$ cat src/rtl/tetris_pkg.sv
// Shared board geometry, tetromino codes and the piece controller state type.
package tetris_pkg;

  localparam int unsigned BOARD_W = 10;
  localparam int unsigned BOARD_H = 24;
  localparam int unsigned SPAWN_X = 4;
  localparam int unsigned SPAWN_Y = 0;
  localparam int unsigned DATA_W  = 6;

  localparam logic [2:0] BLK_I = 3'd0;
  localparam logic [2:0] BLK_O = 3'd1;
  localparam logic [2:0] BLK_T = 3'd2;
  localparam logic [2:0] BLK_S = 3'd3;
  localparam logic [2:0] BLK_Z = 3'd4;
  localparam logic [2:0] BLK_J = 3'd5;
  localparam logic [2:0] BLK_L = 3'd6;

  typedef enum logic [2:0] {
    StIdle,
    StNext,
    StSelect,
    StCheck,
    StRecover,
    StLock,
    StWaitClear,
    StGameOver
  } state_e;

endpackage

$ cat src/rtl/piece_controller_lut.sv
// Cell offsets of a tetromino: four (cx, cy) pairs packed two bits per cell,
// cell i in bits [2i+1:2i]. Rotation bit 0 swaps axes, bit 1 mirrors both.
module piece_controller_lut import tetris_pkg::*; (
  input  logic [2:0] block,
  input  logic [1:0] rotation,
  output logic [7:0] coord_x,
  output logic [7:0] coord_y
);

  logic [7:0] base_x;
  logic [7:0] base_y;
  logic [1:0] cx;
  logic [1:0] cy;

  // Rotation-0 shapes
  always_comb begin
    base_x = 8'h00;
    base_y = 8'h00;
    case (block)
      BLK_I: begin base_x = 8'hE4; base_y = 8'h00; end
      BLK_O: begin base_x = 8'h99; base_y = 8'h50; end
      BLK_T: begin base_x = 8'h64; base_y = 8'h40; end
      BLK_S: begin base_x = 8'h49; base_y = 8'h50; end
      BLK_Z: begin base_x = 8'h94; base_y = 8'h50; end
      BLK_J: begin base_x = 8'h90; base_y = 8'h54; end
      BLK_L: begin base_x = 8'h92; base_y = 8'h54; end
      default: begin base_x = 8'h00; base_y = 8'h00; end
    endcase
  end

  // Apply rotation per cell
  always_comb begin
    coord_x = 8'h00;
    coord_y = 8'h00;
    cx      = 2'd0;
    cy      = 2'd0;
    for (int i = 0; i < 4; i++) begin
      cx = rotation[0] ? base_y[2*i +: 2] : base_x[2*i +: 2];
      cy = rotation[0] ? base_x[2*i +: 2] : base_y[2*i +: 2];
      if (rotation[1]) begin
        cx = ~cx;
        cy = ~cy;
      end
      coord_x[2*i +: 2] = cx;
      coord_y[2*i +: 2] = cy;
    end
  end

endmodule

$ cat src/rtl/piece_controller.sv
// Active-piece sequencer: spawn, collision checks, lock writes into board RAM
// and the line-clear handshake. Owns the single board-RAM port.
module piece_controller import tetris_pkg::*; (
  input  logic              clk,
  input  logic              reset,
  input  logic              start,
  input  logic              tick,
  input  logic              left_req,
  input  logic              right_req,
  output logic              next_req,
  input  logic              next_valid,
  input  logic [2:0]        next_block,
  input  logic [DATA_W-1:0] next_color,
  output logic [4:0]        x_anchor,
  output logic [5:0]        y_anchor,
  output logic [2:0]        block,
  output logic [1:0]        rotation,
  output logic              col_enable,
  output logic              col_left,
  output logic              col_right,
  input  logic              col_complete,
  input  logic              col_collision,
  input  logic [4:0]        col_x,
  input  logic [5:0]        col_y,
  input  logic [7:0]        col_ram_addr,
  output logic [7:0]        ram_addr,
  output logic              ram_wren,
  output logic [DATA_W-1:0] ram_data,
  output logic              piece_locked,
  input  logic              clear_done,
  output logic              game_over
);

  state_e            state;
  logic [DATA_W-1:0] colour;
  logic              tick_pend;
  logic              left_pend;
  logic              right_pend;
  logic              first_chk;
  logic [1:0]        lock_idx;

  logic [7:0] coord_x;
  logic [7:0] coord_y;
  logic [1:0] lock_cx;
  logic [1:0] lock_cy;
  logic [7:0] lock_row;
  logic [7:0] lock_addr;

  piece_controller_lut u_lut (
    .block    (block),
    .rotation (rotation),
    .coord_x  (coord_x),
    .coord_y  (coord_y)
  );

  // Board cell address of the lock write currently in progress
  always_comb begin
    lock_cx   = coord_x[{lock_idx, 1'b0} +: 2];
    lock_cy   = coord_y[{lock_idx, 1'b0} +: 2];
    lock_row  = {2'b00, y_anchor} + {6'b0, lock_cy};
    lock_addr = lock_row * 8'(BOARD_W) + {3'b000, x_anchor} + {6'b0, lock_cx};
  end

  // RAM port mux: collision reads during a check, lock writes, otherwise released
  always_comb begin
    ram_addr = 8'd0;
    ram_wren = 1'b0;
    ram_data = '0;
    if (state == StCheck) begin
      ram_addr = col_ram_addr;
    end else if (state == StLock) begin
      ram_addr = lock_addr;
      ram_wren = 1'b1;
      ram_data = colour;
    end
  end

  // Piece life-cycle FSM with registered outputs and pending request flags
  always_ff @(posedge clk) begin
    if (reset) begin
      state        <= StIdle;
      colour       <= '0;
      tick_pend    <= 1'b0;
      left_pend    <= 1'b0;
      right_pend   <= 1'b0;
      first_chk    <= 1'b0;
      lock_idx     <= 2'd0;
      next_req     <= 1'b0;
      x_anchor     <= 5'd0;
      y_anchor     <= 6'd0;
      block        <= 3'd0;
      rotation     <= 2'd0;
      col_enable   <= 1'b0;
      col_left     <= 1'b0;
      col_right    <= 1'b0;
      piece_locked <= 1'b0;
      game_over    <= 1'b0;
    end else begin
      // Pulses latch while a piece is in play; later assignments below consume them
      if (state != StIdle && state != StGameOver) begin
        tick_pend  <= tick_pend | tick;
        left_pend  <= left_pend | left_req;
        right_pend <= right_pend | right_req;
      end
      case (state)
        StIdle: begin
          if (start) begin
            next_req <= 1'b1;
            state    <= StNext;
          end
        end
        StNext: begin
          if (next_valid) begin
            next_req  <= 1'b0;
            x_anchor  <= 5'(SPAWN_X);
            y_anchor  <= 6'(SPAWN_Y);
            block     <= next_block;
            colour    <= next_color;
            rotation  <= 2'd0;
            first_chk <= 1'b1;
            state     <= StSelect;
          end
        end
        // Recover shares the selection so back-to-back checks have a one-cycle gap
        StSelect, StRecover: begin
          if (left_pend && right_pend) begin
            left_pend  <= left_req;
            right_pend <= right_req;
            state      <= StSelect;
          end else if (left_pend || right_pend) begin
            col_enable <= 1'b1;
            col_left   <= left_pend;
            col_right  <= ~left_pend;
            state      <= StCheck;
          end else if (tick_pend || first_chk) begin
            col_enable <= 1'b1;
            col_left   <= 1'b0;
            col_right  <= 1'b0;
            state      <= StCheck;
          end else begin
            state <= StSelect;
          end
        end
        StCheck: begin
          if (col_complete) begin
            col_enable <= 1'b0;
            col_left   <= 1'b0;
            col_right  <= 1'b0;
            state      <= StRecover;
            if (col_left || col_right) begin
              x_anchor <= col_x;
              if (col_left) begin
                left_pend <= left_req;
              end else begin
                right_pend <= right_req;
              end
            end else begin
              tick_pend <= tick;
              first_chk <= 1'b0;
              if (!col_collision) begin
                y_anchor <= col_y;
              end else if (first_chk) begin
                game_over <= 1'b1;
                state     <= StGameOver;
              end else begin
                lock_idx <= 2'd0;
                state    <= StLock;
              end
            end
          end
        end
        StLock: begin
          lock_idx <= lock_idx + 2'd1;
          if (lock_idx == 2'd3) begin
            piece_locked <= 1'b1;
            state        <= StWaitClear;
          end
        end
        StWaitClear: begin
          piece_locked <= 1'b0;
          if (clear_done) begin
            tick_pend  <= 1'b0;
            left_pend  <= 1'b0;
            right_pend <= 1'b0;
            next_req   <= 1'b1;
            state      <= StNext;
          end
        end
        StGameOver: begin
          game_over <= 1'b1;
        end
        default: begin
          state <= StIdle;
        end
      endcase
    end
  end

endmodule

$ cat config.mk
export PLATFORM = sky130hd
export DESIGN_NAME = piece_controller
export DESIGN_NICKNAME = d
export VERILOG_FILES = /design/src/rtl/tetris_pkg.sv /design/src/rtl/piece_controller_lut.sv /design/src/rtl/piece_controller.sv
export SDC_FILE = /design/constraint.sdc
export NUM_CORES = 1
export LEC_CHECK = 0
export CAP_MARGIN = 0
export CORE_MARGIN = 2
export CORE_UTILIZATION = 30
export CTS_BUF_LIST = sky130_fd_sc_hd__clkbuf_16
export DETAILED_ROUTE_END_ITERATION = 8
export HOLD_SLACK_MARGIN = 0.15
export PLACE_DENSITY = 0.57
export SETUP_SLACK_MARGIN = 0.02
export SLEW_MARGIN = 20
export SYNTH_ARGS = -nofsm -noshare
export SYNTH_HDL_FRONTEND = slang
export SYNTH_HIERARCHICAL = 1
export SYNTH_SLANG_ARGS = --single-unit
$ cat constraint.sdc
create_clock -name clk -period 5.1 [get_ports clk]
set_input_delay 1.02 -clock clk [delete_from_list [all_inputs] [get_ports clk]]
set_output_delay 1.02 -clock clk [all_outputs]
set_load 0.05 [all_outputs]
* Word-level counts from Yosys, hierarchy flattened
Index checks and enable logic that the tools add are counted.
Word-level totals: word-level logic and storage cells 163, register bits after elaboration 35, input bits 38, output and inout bits 37
Operators by class: bitwise logic cells 4, multiplexer cells 80, multiply operators 1, equal/unequal tests 28, add/subtract/negate cells 4, shift-type cells 2, reduce and logical (&&, ||, !) cells 28
Operator list (number):
- case mux 8 bit (7 select lines) | 1
- two-way mux 1 bit | 41
- two-way mux 6 bit | 6
- equality test 3 bit (second input constant) | 7
- case mux 7 bit (3 select lines) | 1
- != test 2 bit (second input constant) | 10
- case mux 3 bit (6 select lines) | 1
- two-way mux 8 bit | 2
- AND reduction 4 bit | 4
- indexed part select 8 x 4 -> 2 bit | 2
- two-way mux 3 bit | 5
- two-way mux 5 bit | 3
- AND reduction 5 bit | 3
- two-way mux 2 bit | 7
- case mux 1 bit (2 select lines) | 7
- equality test 3 x 2 -> 1 bit (second input constant) | 4
- case mux 6 bit (2 select lines) | 1
- case mux 5 bit (2 select lines) | 1
- nonzero test 2 bit | 5
- case mux 1 bit (3 select lines) | 3
- adder 8 x 2 -> 8 bit | 1
- adder 8 x 5 -> 8 bit | 1
- adder 6 x 2 -> 7 bit | 1
- multiplier 7 x 3 -> 7 bit (second input constant) | 1
- 17 further kinds | 29

* Longest topological paths before layout
depth after elaboration 10, gate-level depth with buffers 20, mapped depth without buffers 19

* Hierarchy
Netlist, hierarchy kept.
By module, submodules not included:
- piece_controller | area an instance 2396.0 µm², times used 1, cells an instance 290, seq. area each 700.7 µm²
- piece_controller_lut | area an instance 386.6 µm², times used 1, cells an instance 51, seq. area each 0.0 µm²

* Worst setup path before layout
Ideal clock, no wire load.
kind register to output, start register block[2], end output ram_addr[7], stages on the path, launching flop included 19, arrival 4648 ps, path buffers 1, data required time 4080 ps, setup slack -568 ps, path through dfxtp_1 > buf_12 > o21ai_0 > a21oi_1 > xnor2_1 > mux4_2 > ha_1 > fa_1 > nand3_1 > xnor2_1 > ha_1 > inv_1 > fa_1 > inv_1 > ha_1 > nor2b_1 > o21ai_0 > xnor2_1 > a22o_1
Between the ends: longest elaborated chain between the ends 10, elaborated cells on any way between the ends 19, classes of those cells add/sub (3); mul (1); eq/ne (6); shift (2); mux (4); reduce/logical (3)
RTL lines:
- from (decl) | RTL line piece_controller.sv:16 | output logic [2:0] block,
- from (signal assigned) | RTL line piece_controller.sv:117 | block <= next_block;
- equality test 3 x 1 -> 1 bit (tied with other cells) | RTL line piece_controller_lut.sv:19 | case (block)
- OR reduction 3 bit (no line) / OR reduction 2 bit (equally long branches)
- case mux 7 bit (3 select lines) (*) | RTL line piece_controller_lut.sv:19
- via coord_y[4] | RTL line piece_controller.sv:43 | logic [7:0] coord_y;
- indexed part select 8 x 4 -> 2 bit (*) | RTL line piece_controller.sv:59 | lock_cy = coord_y[{lock_idx, 1'b0} +: 2];
- adder 6 x 2 -> 7 bit (*) | RTL line piece_controller.sv:60 | lock_row = {2'b00, y_anchor} + {6'b0, lock_cy};
- multiplier 7 x 3 -> 7 bit (*) | RTL line piece_controller.sv:61 | lock_addr = lock_row * 8'(BOARD_W) + {3'b000, x_anchor} + {6'b0, lock_cx};
- adder 8 x 5 -> 8 bit (*) | RTL line piece_controller.sv:61
- adder 8 x 2 -> 8 bit (*) | RTL line piece_controller.sv:61
- two-way mux 8 bit (*) | RTL line piece_controller.sv:71 | end else if (state == StLock) begin
- two-way mux 8 bit (*) | RTL line piece_controller.sv:69 | if (state == StCheck) begin
- to (decl) | RTL line piece_controller.sv:26 | output logic [7:0] ram_addr,
The timed path passes the listed nets; every way through them passes the cells marked *.

* Worst setup path in the final report
Ends and elaborated chain as after synthesis.

==> results.cfg <==
[synthesis]
synth_flop_cell = sky130_fd_sc_hd__dfxtp_1
yosys.area_share.adder_pct = 11.4
synth-seq-cells = 35
dominant_combinational_cell_family_by_area_after_synthesis = simple AND/OR/NAND/NOR gates
syn_inst = 341
yosys.cell_types.count = 57
synth_xor_area_share_pct = 9.44
post_synth_mux_area_share_pct = 4.68
syn_area_sq_um = 2780
async_flop_share_pct = 0
synth_compound_gate_area_share_pct = 18.2
count_of_flip_flops_with_a_built_in_enable_after_synthesis = 0
simple_gate_portion_of_the_synthesized_area_pct = 22.9
sequential_to_total_area_share_from_yosys_stat_pct = 25.2
synth_warnings = 6
postSynthAreaPerCell_sq_um = 8.16

[clock_tree]
worst_skew_pair.late_latency_ps = 280
numCtsBuffers = 5
cts_max_path_buffers = 2
htree_levels = 2
tritoncts = yes
cts.clk_slew.worst_paths_ps = 50
cts.root.buffer_cell = sky130_fd_sc_hd__clkbuf_16
holdBufCountCts = 0
clkSinkCount = 35

[detailed_routing]
drt_first_iter_violations = 83
wl_per_cell_um = 13.8
vias = 2648
drc_errors = 0
postRouteAntennaNets = 0
detail_route.wirelength_mm = 7.33
post_drt_via_cell_ratio = 4.97
drt_pass1_iterations = 4

[timing]
relSlewSlack_pct = 52.3
final_hold_vio_count = 0
postLayoutSetupSlackWorst_ps = -221
finalMaxSlewViolations = 0
period_needed_ps = 5320
worst_pin_slew_ps = 716
setup_repair_after_global_routing_missed_its_margin = yes
max_freq_mhz = 188
report.final.setup_viol = 3
timing.hold.ws_ps = 449
timing.clock.skew_ps = 5.70
finalCritPeriodShare_pct = 104

[power_and_ir_drop]
power_per_cell_area_nw_per_um2 = 239
power.leakage_nw = 1.62
ir_drop_uv = 158

[grt]
global_route_wire_length_before_repair_mm = 12.0
grt-ovfl-total = 0
grt_antenna_before_repair = 0
grt_use_total_pct = 14.7
grt_max_degree = 36
first_global_vias = 2504

[floorplanning]
placement_rows = 35
core_area_sq_um = 9110
chipWidth_um = 100
pin_count = 75
initial_core_util_pct = 30.5
die_area_sq_um = 10100
fp.dieH_um = 100

[min_path]
worst_hold_path_type = flip-flop to flip-flop
whs_path_depth = 2
hp-start = colour[4]

[setup_path]
timing.reg2reg.worst_path_depth = 7
critPathKind = flip-flop to primary output
startpoint = block[2]
arrival_time_of_data_at_the_critical_path_endpoint_ps = 4300
timing.critical_path.required_ps = 4080
end_kind = primary output
critical_path.startpoint_type = flip-flop
startpoint_of_the_worst_slack_reg_to_reg_timing_path = state[0]
crit_fanout = 7

[placement]
post_dp_cell_area_sq_um = 3680
io_buffers = 72
post-place-ws_ps = -12.7
place_hpwl_mm = 5.39
place_congestion = 0.851
placed_cells = 514

[layout]
layoutNonFillerInstCount = 533
nFillCells = 904
drive_gt1_share_pct = 19.0
final_design_area_no_fill_sq_um = 4090
area_delta_synth_final_pct = 47.1
layout_nets = 482
antennaDiodeCount = 0
utilization_pct = 44.9

[run_status]
status = finished, violations left
failing_checks = setup timing

[run]
max_cap_violations = 0
## critical path: stages (launching register included)
cell and delay, ps:
sky130_fd_sc_hd__dfxtp_4 380, sky130_fd_sc_hd__nand2_4 80, sky130_fd_sc_hd__xnor2_2 110, sky130_fd_sc_hd__o32ai_2 100, sky130_fd_sc_hd__xor2_1 140, sky130_fd_sc_hd__mux4_2 500
sky130_fd_sc_hd__ha_4 190, sky130_fd_sc_hd__fa_2 400, sky130_fd_sc_hd__xor2_1 160, sky130_fd_sc_hd__ha_1 320, sky130_fd_sc_hd__inv_2 40, sky130_fd_sc_hd__fa_1 540
sky130_fd_sc_hd__inv_2 50, sky130_fd_sc_hd__ha_4 270, sky130_fd_sc_hd__nor2b_4 130, sky130_fd_sc_hd__o21ai_2 70, sky130_fd_sc_hd__xnor2_2 150, sky130_fd_sc_hd__a22o_4 230
sky130_fd_sc_hd__buf_12 140
## sequential cells by signal, summed over array words and instances, names as in the netlist
register and count:
next_req 1, col_left 1, block 3, game_over 1, colour 6, y_anchor 6, first_chk 1, lock_idx 2
col_right 1, piece_locked 1, tick_pend 1, left_pend 1, col_enable 1, right_pend 1, state 3, x_anchor 5
## power by group
group	switching, mW	internal (mW)	total [mW]	leakage [nW]
Sequential	0.0352	0.294	0.329	0.286
Combinational	0.164	0.139	0.303	1.25
Clock	0.117	0.228	0.345	0.0812
Total	0.316	0.661	0.978	1.62
## layout make-up
cell class                      instances  area [sq um]  area share (%)
Timing Repair Buffer                   92           933            22.8
Clock buffer                            5           125            3.06
Tap cell                              111           139            3.39
Multi-Input combinational cell        272          2090            51.0
Sequential cell                        35           712            17.4
Inverter                               15          56.3            1.38
Clock inverter                          3          38.8           0.948
## layer usage
metal / vias up / global-route usage (%) / wire length (um)
li1: 1341 / - / -
met1: 1237 / 19.1 / 3320
met2: 66 / 25.5 / 3580
met3: 4 / 2.37 / 365
met4: 0 / 3.48 / 63
met5: - / 0 / 0
## cell usage after synthesis, types with 3 or more instances
cell type	count	share of area [%]
sky130_fd_sc_hd__dfxtp_1	35	25
sky130_fd_sc_hd__or3_1	3	0.67
sky130_fd_sc_hd__nor2b_1	4	0.90
sky130_fd_sc_hd__o21ai_1	3	0.54
sky130_fd_sc_hd__xor2_1	9	2.8
sky130_fd_sc_hd__ha_1	19	8.5
sky130_fd_sc_hd__and2_1	8	1.8
sky130_fd_sc_hd__xnor2_1	21	6.6
sky130_fd_sc_hd__nand2_1	37	5.0
sky130_fd_sc_hd__a21oi_1	35	6.3
sky130_fd_sc_hd__o21ai_0	6	1.1
sky130_fd_sc_hd__nor2_1	23	3.1
sky130_fd_sc_hd__and3_1	6	1.3
sky130_fd_sc_hd__clkbuf_1	6	0.81
sky130_fd_sc_hd__nand3_1	10	1.8
sky130_fd_sc_hd__a22o_1	8	2.5
sky130_fd_sc_hd__fa_1	4	2.9
sky130_fd_sc_hd__inv_1	14	1.9
sky130_fd_sc_hd__nor3_1	7	1.3
sky130_fd_sc_hd__mux2i_1	4	1.4
sky130_fd_sc_hd__buf_4	7	1.9
sky130_fd_sc_hd__nand2b_1	4	0.90
sky130_fd_sc_hd__nand4_1	6	1.3
sky130_fd_sc_hd__a22oi_1	4	1.1
sky130_fd_sc_hd__a21o_1	4	1.1
sky130_fd_sc_hd__nand3b_1	4	1.1
sky130_fd_sc_hd__a211oi_1	3	0.81
sky130_fd_sc_hd__buf_2	8	1.4
sky130_fd_sc_hd__mux4_2	4	3.2
## cell families after synthesis
| group | after synthesis |
|---|---|
| compound gates | 78 |
| xor+xnor | 30 |
| fa+ha+maj | 23 |
| buf+inv | 41 |
| flops | 35 |
| mux | 8 |
| other cells | 1 |
| simple gates | 125 |
## cells in the final DEF, fill, tap and decap left out, types with 9 or more instances in the layout
master,n
sky130_fd_sc_hd__dfxtp_1,32
sky130_fd_sc_hd__nor2_1,22
sky130_fd_sc_hd__nand2_1,36
sky130_fd_sc_hd__clkdlybuf4s50_1,66
sky130_fd_sc_hd__a21oi_1,31
sky130_fd_sc_hd__nand3_1,9
sky130_fd_sc_hd__buf_4,17
sky130_fd_sc_hd__xor2_1,9
sky130_fd_sc_hd__xnor2_1,18
sky130_fd_sc_hd__inv_1,11
sky130_fd_sc_hd__ha_1,10
## stage by stage
step	TNS (ps)	power, mW
final	-586	0.978
after floorplan	0	0.536
after global routing	-958	1.03
after detailed placement	-12.7	0.621
after CTS	-327	0.982
after global placement	0	0.618
## path summary, 6_finish.rpt
path / endpoint / slack [ps]
worst min register to register: colour[4] / 450
worst min-delay path: colour[4] / 450
worst max register to register: lock_idx[1] / 2900
worst max-delay path: ram_addr[7] / -220
## repair_timing
action	4_1_cts	5_1_grt
gates resized for setup	18	11
endpoints found under the setup margin	3	3
pin swaps	17	15
setup buffers	7	5
(Power assumes the default switching activity.)
